$ cat config.mk
export PLATFORM = sky130hd
export DESIGN_NAME = quote_order_gen
export DESIGN_NICKNAME = d
export VERILOG_FILES = /design/src/rtl/quote_order_gen.sv
export SDC_FILE = /design/constraint.sdc
export NUM_CORES = 1
export LEC_CHECK = 0
export CORE_MARGIN = 2
export CORE_UTILIZATION = 58
export DETAILED_ROUTE_END_ITERATION = 6
export PLACE_DENSITY = 0.84
export SYNTH_ARGS = -nofsm -noshare
export SYNTH_HDL_FRONTEND = slang
export SYNTH_SLANG_ARGS = --single-unit
$ cat constraint.sdc
create_clock -name i_clk -period 5.3 [get_ports i_clk]
set_input_delay 0.795 -clock i_clk [delete_from_list [all_inputs] [get_ports i_clk]]
set_output_delay 0.795 -clock i_clk [all_outputs]
set_load 0.02 [all_outputs]
$ cat src/rtl/quote_order_gen.sv
// rtl/quote_order_gen.sv - turns (buy, ask) price pairs into NEW/REPLACE/CANCEL order messages
module quote_order_gen #(
  parameter int DATA_WIDTH = 32,
  parameter int QTY_WIDTH  = 16,
  parameter int ID_WIDTH   = 16
) (
  input  logic                  i_clk,
  input  logic                  i_reset,
  input  logic [DATA_WIDTH-1:0] i_buy_price,
  input  logic [DATA_WIDTH-1:0] i_ask_price,
  input  logic                  i_data_valid,
  input  logic [QTY_WIDTH-1:0]  i_quantity,
  output logic                  o_order_valid,
  input  logic                  i_order_ready,
  output logic                  o_order_side,
  output logic [1:0]            o_order_type,
  output logic [DATA_WIDTH-1:0] o_order_price,
  output logic [QTY_WIDTH-1:0]  o_order_qty,
  output logic [ID_WIDTH-1:0]   o_order_id,
  output logic                  o_quote_dropped
);

  localparam logic [1:0] S_IDLE     = 2'd0;
  localparam logic [1:0] S_EVAL     = 2'd1;
  localparam logic [1:0] S_SEND_BID = 2'd2;
  localparam logic [1:0] S_SEND_ASK = 2'd3;

  localparam logic [1:0] T_NEW     = 2'd0;
  localparam logic [1:0] T_REPLACE = 2'd1;
  localparam logic [1:0] T_CANCEL  = 2'd2;

  logic [1:0]            state;
  logic                  pend_vld;
  logic [DATA_WIDTH-1:0] pend_buy, pend_ask;
  logic [DATA_WIDTH-1:0] work_buy, work_ask;
  logic                  bid_act, ask_act;
  logic [1:0]            bid_type, ask_type;
  logic [QTY_WIDTH-1:0]  qty_q;
  logic                  bid_active, ask_active;
  logic [DATA_WIDTH-1:0] bid_price, ask_price;
  logic [ID_WIDTH-1:0]   order_id;
  logic                  quote_dropped;

  logic                  consume, accept, pair_ok, send_ask, cur_cancel;
  logic [2:0]            bid_eval, ask_eval;
  logic [1:0]            cur_type;
  logic [ID_WIDTH-1:0]   next_id;

  // Returns {has_action, order_type} for one side of the working pair.
  function automatic logic [2:0] side_action(input logic ok, input logic active,
                                             input logic [DATA_WIDTH-1:0] live,
                                             input logic [DATA_WIDTH-1:0] px);
    if (ok && !active)      return {1'b1, T_NEW};
    if (ok && live != px)   return {1'b1, T_REPLACE};
    if (!ok && active)      return {1'b1, T_CANCEL};
    return {1'b0, T_NEW};
  endfunction

  assign consume    = (state == S_IDLE) && pend_vld;
  assign pair_ok    = (work_buy != '0) && (work_ask != '0) && (work_buy < work_ask);
  assign bid_eval   = side_action(pair_ok, bid_active, bid_price, work_buy);
  assign ask_eval   = side_action(pair_ok, ask_active, ask_price, work_ask);
  assign next_id    = (order_id == '1) ? ID_WIDTH'(1) : order_id + ID_WIDTH'(1);

  assign o_order_valid   = (state == S_SEND_BID) || (state == S_SEND_ASK);
  assign accept          = o_order_valid && i_order_ready;
  assign send_ask        = (state == S_SEND_ASK);
  assign cur_type        = send_ask ? ask_type : bid_type;
  assign cur_cancel      = (cur_type == T_CANCEL);
  assign o_order_side    = send_ask;
  assign o_order_type    = o_order_valid ? cur_type : 2'd0;
  assign o_order_price   = (o_order_valid && !cur_cancel) ? (send_ask ? work_ask : work_buy) : '0;
  assign o_order_qty     = (o_order_valid && !cur_cancel) ? qty_q : '0;
  assign o_order_id      = o_order_valid ? order_id : '0;
  assign o_quote_dropped = quote_dropped;

  always_ff @(posedge i_clk) begin
    if (i_reset) begin
      state         <= S_IDLE;
      pend_vld      <= 1'b0;
      pend_buy      <= '0;
      pend_ask      <= '0;
      work_buy      <= '0;
      work_ask      <= '0;
      bid_act       <= 1'b0;
      ask_act       <= 1'b0;
      bid_type      <= T_NEW;
      ask_type      <= T_NEW;
      qty_q         <= '0;
      bid_active    <= 1'b0;
      ask_active    <= 1'b0;
      bid_price     <= '0;
      ask_price     <= '0;
      order_id      <= ID_WIDTH'(1);
      quote_dropped <= 1'b0;
    end else begin
      // Latest-wins: an arrival always lands; only an unconsumed overwrite counts as a drop.
      quote_dropped <= i_data_valid && pend_vld && !consume;
      if (i_data_valid) begin
        pend_buy <= i_buy_price;
        pend_ask <= i_ask_price;
        pend_vld <= 1'b1;
      end else if (consume) begin
        pend_vld <= 1'b0;
      end

      case (state)
        S_IDLE: begin
          if (pend_vld) begin
            work_buy <= pend_buy;
            work_ask <= pend_ask;
            state    <= S_EVAL;
          end
        end
        S_EVAL: begin
          bid_act  <= bid_eval[2];
          bid_type <= bid_eval[1:0];
          ask_act  <= ask_eval[2];
          ask_type <= ask_eval[1:0];
          qty_q    <= i_quantity;
          if (bid_eval[2])      state <= S_SEND_BID;
          else if (ask_eval[2]) state <= S_SEND_ASK;
          else                  state <= S_IDLE;
        end
        S_SEND_BID: begin
          if (accept) begin
            bid_active <= (bid_type != T_CANCEL);
            if (bid_type != T_CANCEL) bid_price <= work_buy;
            order_id   <= next_id;
            state      <= ask_act ? S_SEND_ASK : S_IDLE;
          end
        end
        S_SEND_ASK: begin
          if (accept) begin
            ask_active <= (ask_type != T_CANCEL);
            if (ask_type != T_CANCEL) ask_price <= work_ask;
            order_id   <= next_id;
            state      <= S_IDLE;
          end
        end
        default: state <= S_IDLE;
      endcase
    end
  end

endmodule

Word level (Yosys, flattened, before mapping)
Index checks and enable logic that the tools add are counted. Widths: inputs -> output; s select.

Flip-flop bits (word level): 235. Input bits: 84. Output and inout port bits: 69. Word-level logic and storage cells: 101.

Add/subtract/negate cells: 1. Order comparisons: 1. Equal/unequal tests: 12. Multiplexer cells: 40. Reduce and logical (&&, ||, !) cells: 31.

Operators with widths (number): $mux 32 (2); $ne 32x32->1 (2); $reduce_bool 32->1 (2); $mux 16 (3); $mux 3 (12); $lt 32x32->1 (1); $add 16x1->16 const B (1); $eq 16x16->1 const B (1); $mux 2 (8); $mux 1 (14); $logic_and 1x1->1 (13); $ne 2x2->1 const B (5); $reduce_and 3->1 (3); $pmux 2 s4 (1); $reduce_and 2->1 (4); $eq 2x2->1 const B (3); $logic_not 1->1 (5); $eq 2x1->1 const B (1); $logic_not 2->1 (1); $reduce_bool 2->1 (1); $reduce_or 2->1 (1); $logic_or 1x1->1 (1).

Logic depth before layout (Yosys ltp)
Gate-level depths: netlist of the first run.

Word-level depth: 14. Gate-level depth with buffers: 9. Depth with buffers taken out: 9.

Least setup slack after synthesis of the first run
No wires, ideal clock.

Kind: reg2out. From: reg state[1]. To: out o_order_price[22]. Arrival: 1796 ps. Required time: 4505 ps. Path slack: 2709 ps. Cell stages (with the launch flop): 7. Path buffers: 2. Cells stage by stage: dfxtp_1 > clkbuf_1 > nand2_1 > inv_1 > buf_1 > nand2_1 > a21oi_1.

Longest elaborated chain between the ends: 6. Elaborated cells on any way between the ends: 9. Those cells by class: 3 x eq/ne; 3 x mux; 3 x reduce/logical.

Ends and longest elaborated chain: start, declared (RTL line 32) `logic [1:0] state;`; start signal, assigned (RTL line 130) `state <= ask_act ? S_SEND_ASK : S_IDLE;`; $eq 2x2->1 (*) (RTL line 67) `assign send_ask = (state == S_SEND_ASK);`; named net o_order_side (RTL line 15) `output logic o_order_side,`; $mux 2 (RTL line 68) `assign cur_type = send_ask ? ask_type : bid_type;`; $eq 2x2->1 (RTL line 69) `assign cur_cancel = (cur_type == T_CANCEL);`; $logic_not 1->1 (RTL line 72) `assign o_order_price = (o_order_valid && !cur_cancel) ? (send_ask ? work_ask : work_buy) : '0;`; $logic_and 1x1->1 (RTL line 72); $mux 32 (*) (RTL line 72); end, declared (RTL line 17) `output logic [DATA_WIDTH-1:0] o_order_price,`.

The timed path passes the listed nets; every way through them passes the cells marked *.

Worst setup path in the final report of the first run
From: reg state[1]. To: out o_order_price[0].

Longest elaborated chain between the ends: 6. Elaborated cells on any way between the ends: 9. Those cells by class: 3 x eq/ne; 3 x mux; 3 x reduce/logical.

Ends and longest elaborated chain (RTL line): $eq 2x2->1 (65, 67); $mux 2 (68); $eq 2x2->1 (69); $logic_not 1->1 (72); $logic_and 1x1->1 (72); $mux 32 (*) (72).

Mark *: on every way between the ends. The rest lies on a longest branch, timed or not.

==> flow_summary.toml, run 1 <==
[detailed_routing]
drtPass1Iterations = 5
drcViolationCount = 0
dr.max_layer_used = "met4"
met1_length_mm = 12.1
vias = 9684
dr_wl_met2_mm = 12.7
drtAntennaViolNets = 0
vias_per_cell = 5.70
met3WireLength_mm = 2.50
drt_iter0_drc = 824
wirelength_mm = 28.1
wl_per_cell_microns = 16.5

[final_layout]
area_delta_synth_final_pct = 22.5
drive_gt1_share_pct = 3.88
nFillCells = 1359
insertedDiodeCount = 0
final_cell_mix = "nand2_1 (376), dfxtp_1 (235), a21oi_1 (199)"
nets = 1571
final_common_cell = "nand2_1"

[timing]
tns_ps = 0
rsz0062_at_grt = "false"
setup_violations = 0
slew_headroom_pct = 10.9
fmax_ghz = 0.238
final_hold_viol_count = 0
period_minus_slack_ps = 4200
period_share_pct = 79.3
fin_worst_skew_ps = 12.6
setup_slack_ps = 1100
tightest_slew_ps = 1330
drv_slew = 0

[placed_design]
dp_slack_ps = 1670
dp_hpwl_mm = 18.4
portBuffers = 152
place_congestion = 0.895

[hold_path]
hp-class = "reg2reg"
worstHoldStart = "pend_buy[23]"

[global_route]
grt_max_degree = 141
antenna_found_initial = 0
grt_pass1_vias = 8921
track_usage_pct = 28.0
grt_pass1_wl_mm = 45.3
globalRouteOverflowTotal = 0

[synth]
synth_top_family_by_area = "simple AND/OR/NAND/NOR gates"
synth-edff-count = 0
synth.mux.area_fraction_pct = 6.21
yosysUniqueCellTypes = 46
yosys.area_share.simple_pct = 23.7
ys.flop_type = "dfxtp_1"
synth_nets = 1465
yosys_warnings = 0
synth_fa_ha_area_share_pct = 3.76
postSynthRegisterBits = 235
syn_area_sq_um = 10600
synth_xor_area_share_pct = 6.17
syn_area_per_cell_sq_um = 7.89
async_flop_share_pct = 0
syn_inst = 1349
synth_compound_area_share_pct = 11.9
yosysSeqAreaShare_pct = 44.2

[setup_path]
critical_path_arrival_ps = 3410
crit_chain = "nand2_1 -> inv_1 -> nand2_1 -> a21oi_1 -> clkdlybuf4s50_1"
cp_slowest_cell = "dfxtp_1"
crit_path_start = "state[1]"
crit_family = "buffers and inverters"
r2r-start = "state[1]"
cp.required_ps = 4510
crit_top_cell = "nand2_1"
path_class = "reg2out"
path_max_fanout = 33
startpoint_type = "flop"
setup.worst_path.end_class = "output pin"
critPathBufInv = 2
slowest_delay_ps = 860

[clocking]
cts_resized = 0
tritoncts = "built"
cts_max_level = 1
postCtsSetupBuffers = 0
worstSkewPairLatency_ps = 510
cts_hold_buf = 0
cts_buffers = 24
cts_root_buf = "clkbuf_16"
clkSlewWorstSetupHoldPaths_ps = 60
cts_sinks = 235
cts_buffer_depth = 3

[floorplan]
die_area_sq_um = 19500
fp.dieH_microns = 139
io_pins = 153
initial_core_util_pct = 59.3
design.core.area_sq_um = 18000
placementRows = 49
die_w_microns = 139

[pwr]
switching_share_pct = 27.5
clockPowerShare_pct = 39.7
p_leak_nw = 4.86
p_comb_share_pct = 15.8
power_density_nw_per_um2 = 337
p_seq_share_pct = 44.5
p_sw_mw = 1.21
internal-power_mw = 3.18
ir_worst_vdd_uv = 253

[job]
maxCapViolations = 0

[status]
status = "completed"
## state kept, by name, summed over array words and instances (netlist names), 2 cells and up
register   count
ask_price     32
pend_ask      32
ask_type       2
bid_type       2
order_id      16
work_buy      32
state          2
qty_q         16
bid_price     32
work_ask      32
pend_buy      32
## worst min-delay path: stages (launching register included)
cell,delay [ps]
dfxtp_1,310
nand2_1,50
a21oi_1,50
## cell usage after synthesis (2+ instances only)
cell type  instances  area share (%)
a21oi_1          199             9.4
a2bb2oi_1          2            0.16
and2_1            33             1.9
and3_1             3            0.18
buf_1              5            0.18
clkbuf_1          76             2.7
dfxtp_1          235              44
ha_1              32             3.8
inv_1             36             1.3
mux2i_1           66             6.2
nand2_1          376              13
nand2b_1           7            0.41
nand3_1            9            0.42
nand4_1           28             1.6
nor2_1            92             3.2
nor2b_1            2            0.12
nor3_1             7            0.33
nor4_1            26             1.5
o211ai_1           2            0.14
o21ai_0           10            0.47
or2_2              2            0.12
or3_1              4            0.24
xnor2_1           33             2.7
xor2_1            42             3.5
## kinds of logic after synthesis
group,count (synthesis)
AO/OA/AOI/OAI,232
multiplexers,66
adder cells (fa/ha/maj),32
AND/OR/NAND/NOR,592
flip-flops,235
XOR/XNOR,75
buffers and inverters,117
## metrics by stage
| stage | hold slack, ps | total power [mW] | utilization [%] | area [sq um] | std cells |
|---|---|---|---|---|---|
| finish | 448 | 4.39 | 72.6 | 13000 | 1699 |
| global route | 466 | 4.56 | 72.6 | 13000 | 1699 |
| CTS | 447 | 4.40 | 72.6 | 13000 | 1699 |
| detailed placement | 443 | 2.67 | 68.1 | 12200 | 1658 |
| global placement | 438 | 2.65 | 68.1 | 12200 | 1658 |
| floorplan | 431 | 2.43 | - | 10600 | 1349 |
## metal layers
layer,track usage (%),vias up
met5,0,-
met4,7.76,0
met3,4.54,67
met2,45.4,440
met1,38.9,4501
li1,-,4676
## layout make-up
cell class | instances | area [sq um] | area share, %
repair buffers | 161 | 1590 | 12.2
flip-flops and latches | 235 | 4700 | 36.1
well taps | 229 | 287 | 2.20
multi-input cells | 997 | 5510 | 42.3
clock buffers | 33 | 696 | 5.33
clock inverters | 8 | 124 | 0.950
inverters | 36 | 135 | 1.04
## final timing paths
check,end,slack (ps),depth (start not counted)
setup / recovery,o_order_price[0],1100,5
hold / removal,work_buy[23],450,2
setup reg to reg,bid_price[23],2490,4
hold reg to reg,work_buy[23],450,2
## power groups by stage
stage	Combinational (mW)	Sequential [mW]	Clock, mW
final	0.693	1.95	1.75
after global routing	0.759	1.96	1.84
after CTS	0.687	1.95	1.76
after detailed placement	0.679	1.99	0
after global placement	0.666	1.99	0
after floorplan	0.500	1.93	0
No activity file was read; power rests on OpenSTA's default activity.
==> inputs of run 2 (changes only) <==
--- a/config.mk
+++ b/config.mk
@@ -6,9 +6,9 @@
 export NUM_CORES = 1
 export LEC_CHECK = 0
 export CORE_MARGIN = 2
-export CORE_UTILIZATION = 58
+export CORE_UTILIZATION = 49
 export DETAILED_ROUTE_END_ITERATION = 6
-export PLACE_DENSITY = 0.84
+export PLACE_DENSITY = 0.76
 export SYNTH_ARGS = -nofsm -noshare
 export SYNTH_HDL_FRONTEND = slang
 export SYNTH_SLANG_ARGS = --single-unit
==> constraint.sdc (replaced) <==
create_clock -name i_clk -period 3.7 [get_ports i_clk]
set_input_delay 0.555 -clock i_clk [delete_from_list [all_inputs] [get_ports i_clk]]
set_output_delay 0.555 -clock i_clk [all_outputs]
set_load 0.02 [all_outputs]
==> run 2 against run 1 <==
  * Sequential cell count did not move
  * Largest power group unchanged
  * Sequential power up 43%
  * Combinational power rose by 49%
  * Clock skew is 3.8 ps lower
  * Wire length grew 0.70%
  * Final cell count grew 3.7%
  * Critical endpoint is now o_order_price[1]
  * Largest cell class unchanged
  * Via count down 2.0%
  * Critical path type unchanged
==> flow_summary.toml, run 2 (same netlist as run 1, synthesis figures left out) <==
[final_layout]
fin_util_pct = 62.5
regArea_sq_um = 4710
area_delta_synth_final_pct = 24.2
multi_input_area_sq_um = 5510
final_common_cell = "nand2_1"
final_cell_mix = "nand2_1 (376), dfxtp_1 (234), a21oi_1 (199)"
nFillCells = 1828
insertedDiodeCount = 0
nets = 1584
drive_gt1_share_pct = 4.91

[detailed_routing]
drt_iter0_drc = 657
wirelength_mm = 28.3
drtPass1Iterations = 7
drcViolationCount = 0
vias_per_cell = 5.39
vias = 9493
wl_per_cell_microns = 16.1
drtAntennaViolNets = 0

[timing]
setup_slack_ps = 151
setup_violations = 0
tightest_slew_ps = 1130
tns_ps = 0
fmax_ghz = 0.282
period_share_pct = 95.9
fin_worst_skew_ps = 8.88
slew_headroom_pct = 24.6
final_hold_viol_count = 0
period_minus_slack_ps = 3550
rsz0062_at_grt = "false"
drv_slew = 0

[setup_path]
setup.worst_path.end_class = "output pin"
path_class = "reg2out"
path_max_fanout = 21
rr_worst_depth = 9
startpoint_type = "flop"
cp.required_ps = 3140
critical_path_arrival_ps = 2990

[global_route]
grt_pass1_vias = 8706
track_usage_pct = 24.3
grt_pass1_wl_mm = 44.8
grt_max_degree = 66
globalRouteOverflowTotal = 0
antenna_found_initial = 0

[hold_path]
whs_path_depth = 2
hp-class = "in2reg"

[status]
status = "completed"

[clocking]
worstSkewPairLatency_ps = 530
clkSlewWorstSetupHoldPaths_ps = 60
cts_sinks = 235
cts_buffers = 25
tritoncts = "built"
postCtsSetupBuffers = 0
cts_max_level = 1
cts_root_buf = "clkbuf_16"
cts_buffer_depth = 3

[placed_design]
dp_slack_ps = 523
portBuffers = 152
place_congestion = 0.889
dp_hpwl_mm = 19.1

[pwr]
power_density_nw_per_um2 = 481
p_sw_mw = 1.77
clockPowerShare_pct = 40.1
switching_share_pct = 27.8
p_comb_share_pct = 16.2
finalPower_mw = 6.36
p_leak_nw = 4.93
ir_worst_vdd_uv = 371
p_seq_share_pct = 43.7
internal-power_mw = 4.59

[floorplan]
fp.dieH_microns = 151
die_w_microns = 151
die_area_sq_um = 22900
design.core.area_sq_um = 21200
initial_core_util_pct = 50.3
io_pins = 153
placementRows = 53

[job]
maxCapViolations = 0
==> run 2: cell types whose count changed in the layout (fill, tap and decap cells not counted), sizes merged <==
| cell | change |
|---|---|
| buf | +12 |
| clkbuf | +2 |
| clkinv | +2 |
| clkinvlp | +1 |
==> run 2: layout make-up <==
class	instances	area share, %
multi-input cells	997	41.7
clock inverters	11	1.05
repair buffers	173	12.7
clock buffers	35	5.32
well taps	275	2.60
flip-flops and latches	235	35.6
inverters	36	1.02
==> run 2: per-layer routing <==
| layer | track usage [%] | share of wire (%) |
|---|---|---|
| met3 | 4.85 | 8.8 |
| met5 | 0 | 0 |
| met2 | 39.0 | 44 |
| met1 | 33.8 | 45 |
| met4 | 5.65 | 2.1 |
==> run 2: repair_timing <==
action | 4_1_cts | 5_1_grt
hold buffers | 0 | 0
gates resized for setup | 1 | 0
endpoints found under the setup margin | 21 | 0
==> run 2: final timing paths <==
path | slack, ps | endpoint | startpoint
hold reg to reg | 450 | qty_q[14] | qty_q[14]
setup / recovery | 150 | o_order_price[1] | state[0]
setup reg to reg | 960 | state[0] | work_ask[31]
hold / removal | 450 | pend_ask[30] | i_reset
==> run 2: worst max-delay path: stages, from the launching register on <==
cell and delay (ps):
dfxtp_2 520, inv_1 170, or2_2 330, o211ai_1 390
buf_4 400, a21oi_1 100, clkdlybuf4s50_1 550
==> run 2: power groups by stage <==
stage / sequential (mW) / combinational, mW / clock [mW]
after detailed placement: 2.83 / 1.02 / 0
after floorplan: 2.77 / 0.716 / 0
after CTS: 2.78 / 1.03 / 2.60
after global placement: 2.83 / 0.996 / 0
final: 2.78 / 1.03 / 2.55
after global routing: 2.79 / 1.13 / 2.69
==> run 2: stage by stage <==
| step | hold slack [ps] | cell area [sq um] | std cells |
|---|---|---|---|
| 4_1_cts | 434 | 13200 | 1762 |
| 5_1_grt | 448 | 13200 | 1762 |
| 6_report | 447 | 13200 | 1762 |
| 2_1_floorplan | 431 | 10600 | 1349 |
| 3_3_place_gp | 436 | 12400 | 1716 |
| 3_5_place_dp | 444 | 12400 | 1716 |
==> inputs of run 3 (changes only) <==
==> constraint.sdc (replaced) <==
create_clock -name i_clk -period 3.7 [get_ports i_clk]
set_input_delay 0.555 -clock i_clk [delete_from_list [all_inputs] [get_ports i_clk]]
set_output_delay 0.555 -clock i_clk [all_outputs]
set_load 0.005 [all_outputs]
==> run 3 against run 2 <==
  * Clock skew rose by 20 ps
  * Core utilization up 0.13 points
  * Sequential power hardly changed
  * Via count grew 1.1%
  * Power increased by 0.23%
  * Critical path depth unchanged
  * Clock power increased by 2%
  * Non-clock buffer count unchanged
  * Setup slack improved by 84 ps
  * Critical endpoint is now o_order_price[20]
==> flow_summary.toml, run 3 (same netlist as run 1, synthesis figures left out) <==
[final_layout]
layout.cells.non_filler = 1758
final_cell_mix = "nand2_1 (376), dfxtp_1 (234), a21oi_1 (199)"
final_common_cell = "nand2_1"
nets = 1584
final_cell_area_sq_um = 13200
insertedDiodeCount = 0
area_delta_synth_final_pct = 24.4
drive_gt1_share_pct = 4.92

[detailed_routing]
vias_per_cell = 5.46
drtPass1Iterations = 5
drtAntennaViolNets = 0
wirelength_mm = 28.3
drcViolationCount = 0
wl_per_cell_microns = 16.1
vias = 9594
drt_iter0_drc = 667

[floorplan]
io_pins = 153
die_w_microns = 151
placementRows = 53
design.core.area_sq_um = 21200
initial_core_util_pct = 50.3
die_area_sq_um = 22900
fp.dieH_microns = 151

[setup_path]
r2r_slack_ps = 990
path_class = "reg2out"
startpoint_type = "flop"
setup.worst_path.end_class = "output pin"
rr_worst_depth = 9
cp.required_ps = 3140
path_max_fanout = 21
r2r_end = "state[0]"
crit_path_start = "state[0]"
r2r-start = "work_ask[31]"
critical_path_arrival_ps = 2910

[timing]
slew_headroom_pct = 23.5
fmax_ghz = 0.289
setup_violations = 0
period_minus_slack_ps = 3470
fin_worst_skew_ps = 28.6
period_share_pct = 93.7
drv_slew = 0
tightest_slew_ps = 1150
final_hold_viol_count = 0
tns_ps = 0
rsz0062_at_grt = "false"

[hold_path]
hold-path-endpoint = "pend_buy[22]"
worstHoldStart = "i_reset"
hp-class = "in2reg"
whs_path_depth = 2

[clocking]
clkSlewWorstSetupHoldPaths_ps = 60
cts_hold_buf = 0
cts_root_buf = "clkbuf_16"
worstSkewPairLatency_ps = 530
cts_max_level = 1
cts_buffers = 25
cts_buffer_depth = 3
cts_sinks = 235
tritoncts = "built"

[pwr]
ir_worst_vdd_uv = 309
power_density_nw_per_um2 = 481
p_leak_nw = 4.95
finalPower_mw = 6.37

[placed_design]
place_congestion = 0.881
placed_cells = 1716
dp_hpwl_mm = 18.9
portBuffers = 152
place_area_sq_um = 12400

[job]
maxCapViolations = 0

[global_route]
antenna_found_initial = 0
grt_pass1_vias = 8715
grt_pass1_wl_mm = 44.8
grt_max_degree = 133
track_usage_pct = 24.4
globalRouteOverflowTotal = 0

[status]
status = "completed"
==> run 3: cell count changes in the layout (fill, tap and decap cells not counted) <==
cell	delta
clkinvlp_4	-2
clkbuf_8	+4
clkbuf_1	-4
buf_12	+1
clkinv_2	-2
buf_4	-1
==> run 3: worst max path at each step <==
stage,endpoint,slack (ps),depth (start not counted)
floorplan,state[0],1370,8
global route,o_order_price[13],50,6
finish,o_order_price[20],230,6
global placement,o_order_price[18],700,6
detailed placement,o_order_price[15],590,6
CTS,o_order_price[18],9,6
==> run 3: critical path, stage by stage, from the launching register on <==
cell and delay (ps):
dfxtp_2 520, inv_1 170, or2_2 330, o211ai_1 400, buf_4 400, a21oi_1 90, clkdlybuf4s50_1 460
==> run 3: through the flow <==
step | utilization [%] | hold WS, ps | setup WS [ps]
after floorplan | - | 431 | 1370
after CTS | 62.6 | 403 | 9.10
after global routing | 62.6 | 423 | 50.2
final | 62.6 | 424 | 234
after global placement | 58.5 | 438 | 704
after detailed placement | 58.5 | 442 | 585
==> run 3: repair_timing <==
item / CTS / global route
gates resized for setup: 0 / 1
endpoints found under the setup margin: 0 / 21
setup buffers: 0 / 0
==> run 3: report_power, final <==
| group | total [mW] | switching [mW] | internal (mW) |
|---|---|---|---|
| Combinational | 1.01 | 0.601 | 0.412 |
| Sequential | 2.77 | 0.129 | 2.65 |
| Clock | 2.59 | 0.992 | 1.60 |
==> run 3: layout make-up <==
type / count / area, sq um
clock buffer: 35 / 743
clock inverter: 7 / 114
fill: 1887 / 7910
inverter: 36 / 135
multi-input combinational: 997 / 5510
sequential: 235 / 4710
tap: 275 / 344
timing repair buffer: 173 / 1690
==> run 3: per-layer routing <==
| layer | routed length [microns] | track usage, % | up-vias |
|---|---|---|---|
| met1 | 12700 | 34.2 | 4453 |
| li1 | - | - | 4715 |
| met2 | 12500 | 38.4 | 380 |
| met4 | 507 | 6.64 | 0 |
| met5 | 0 | 0 | - |
| met3 | 2550 | 4.88 | 46 |
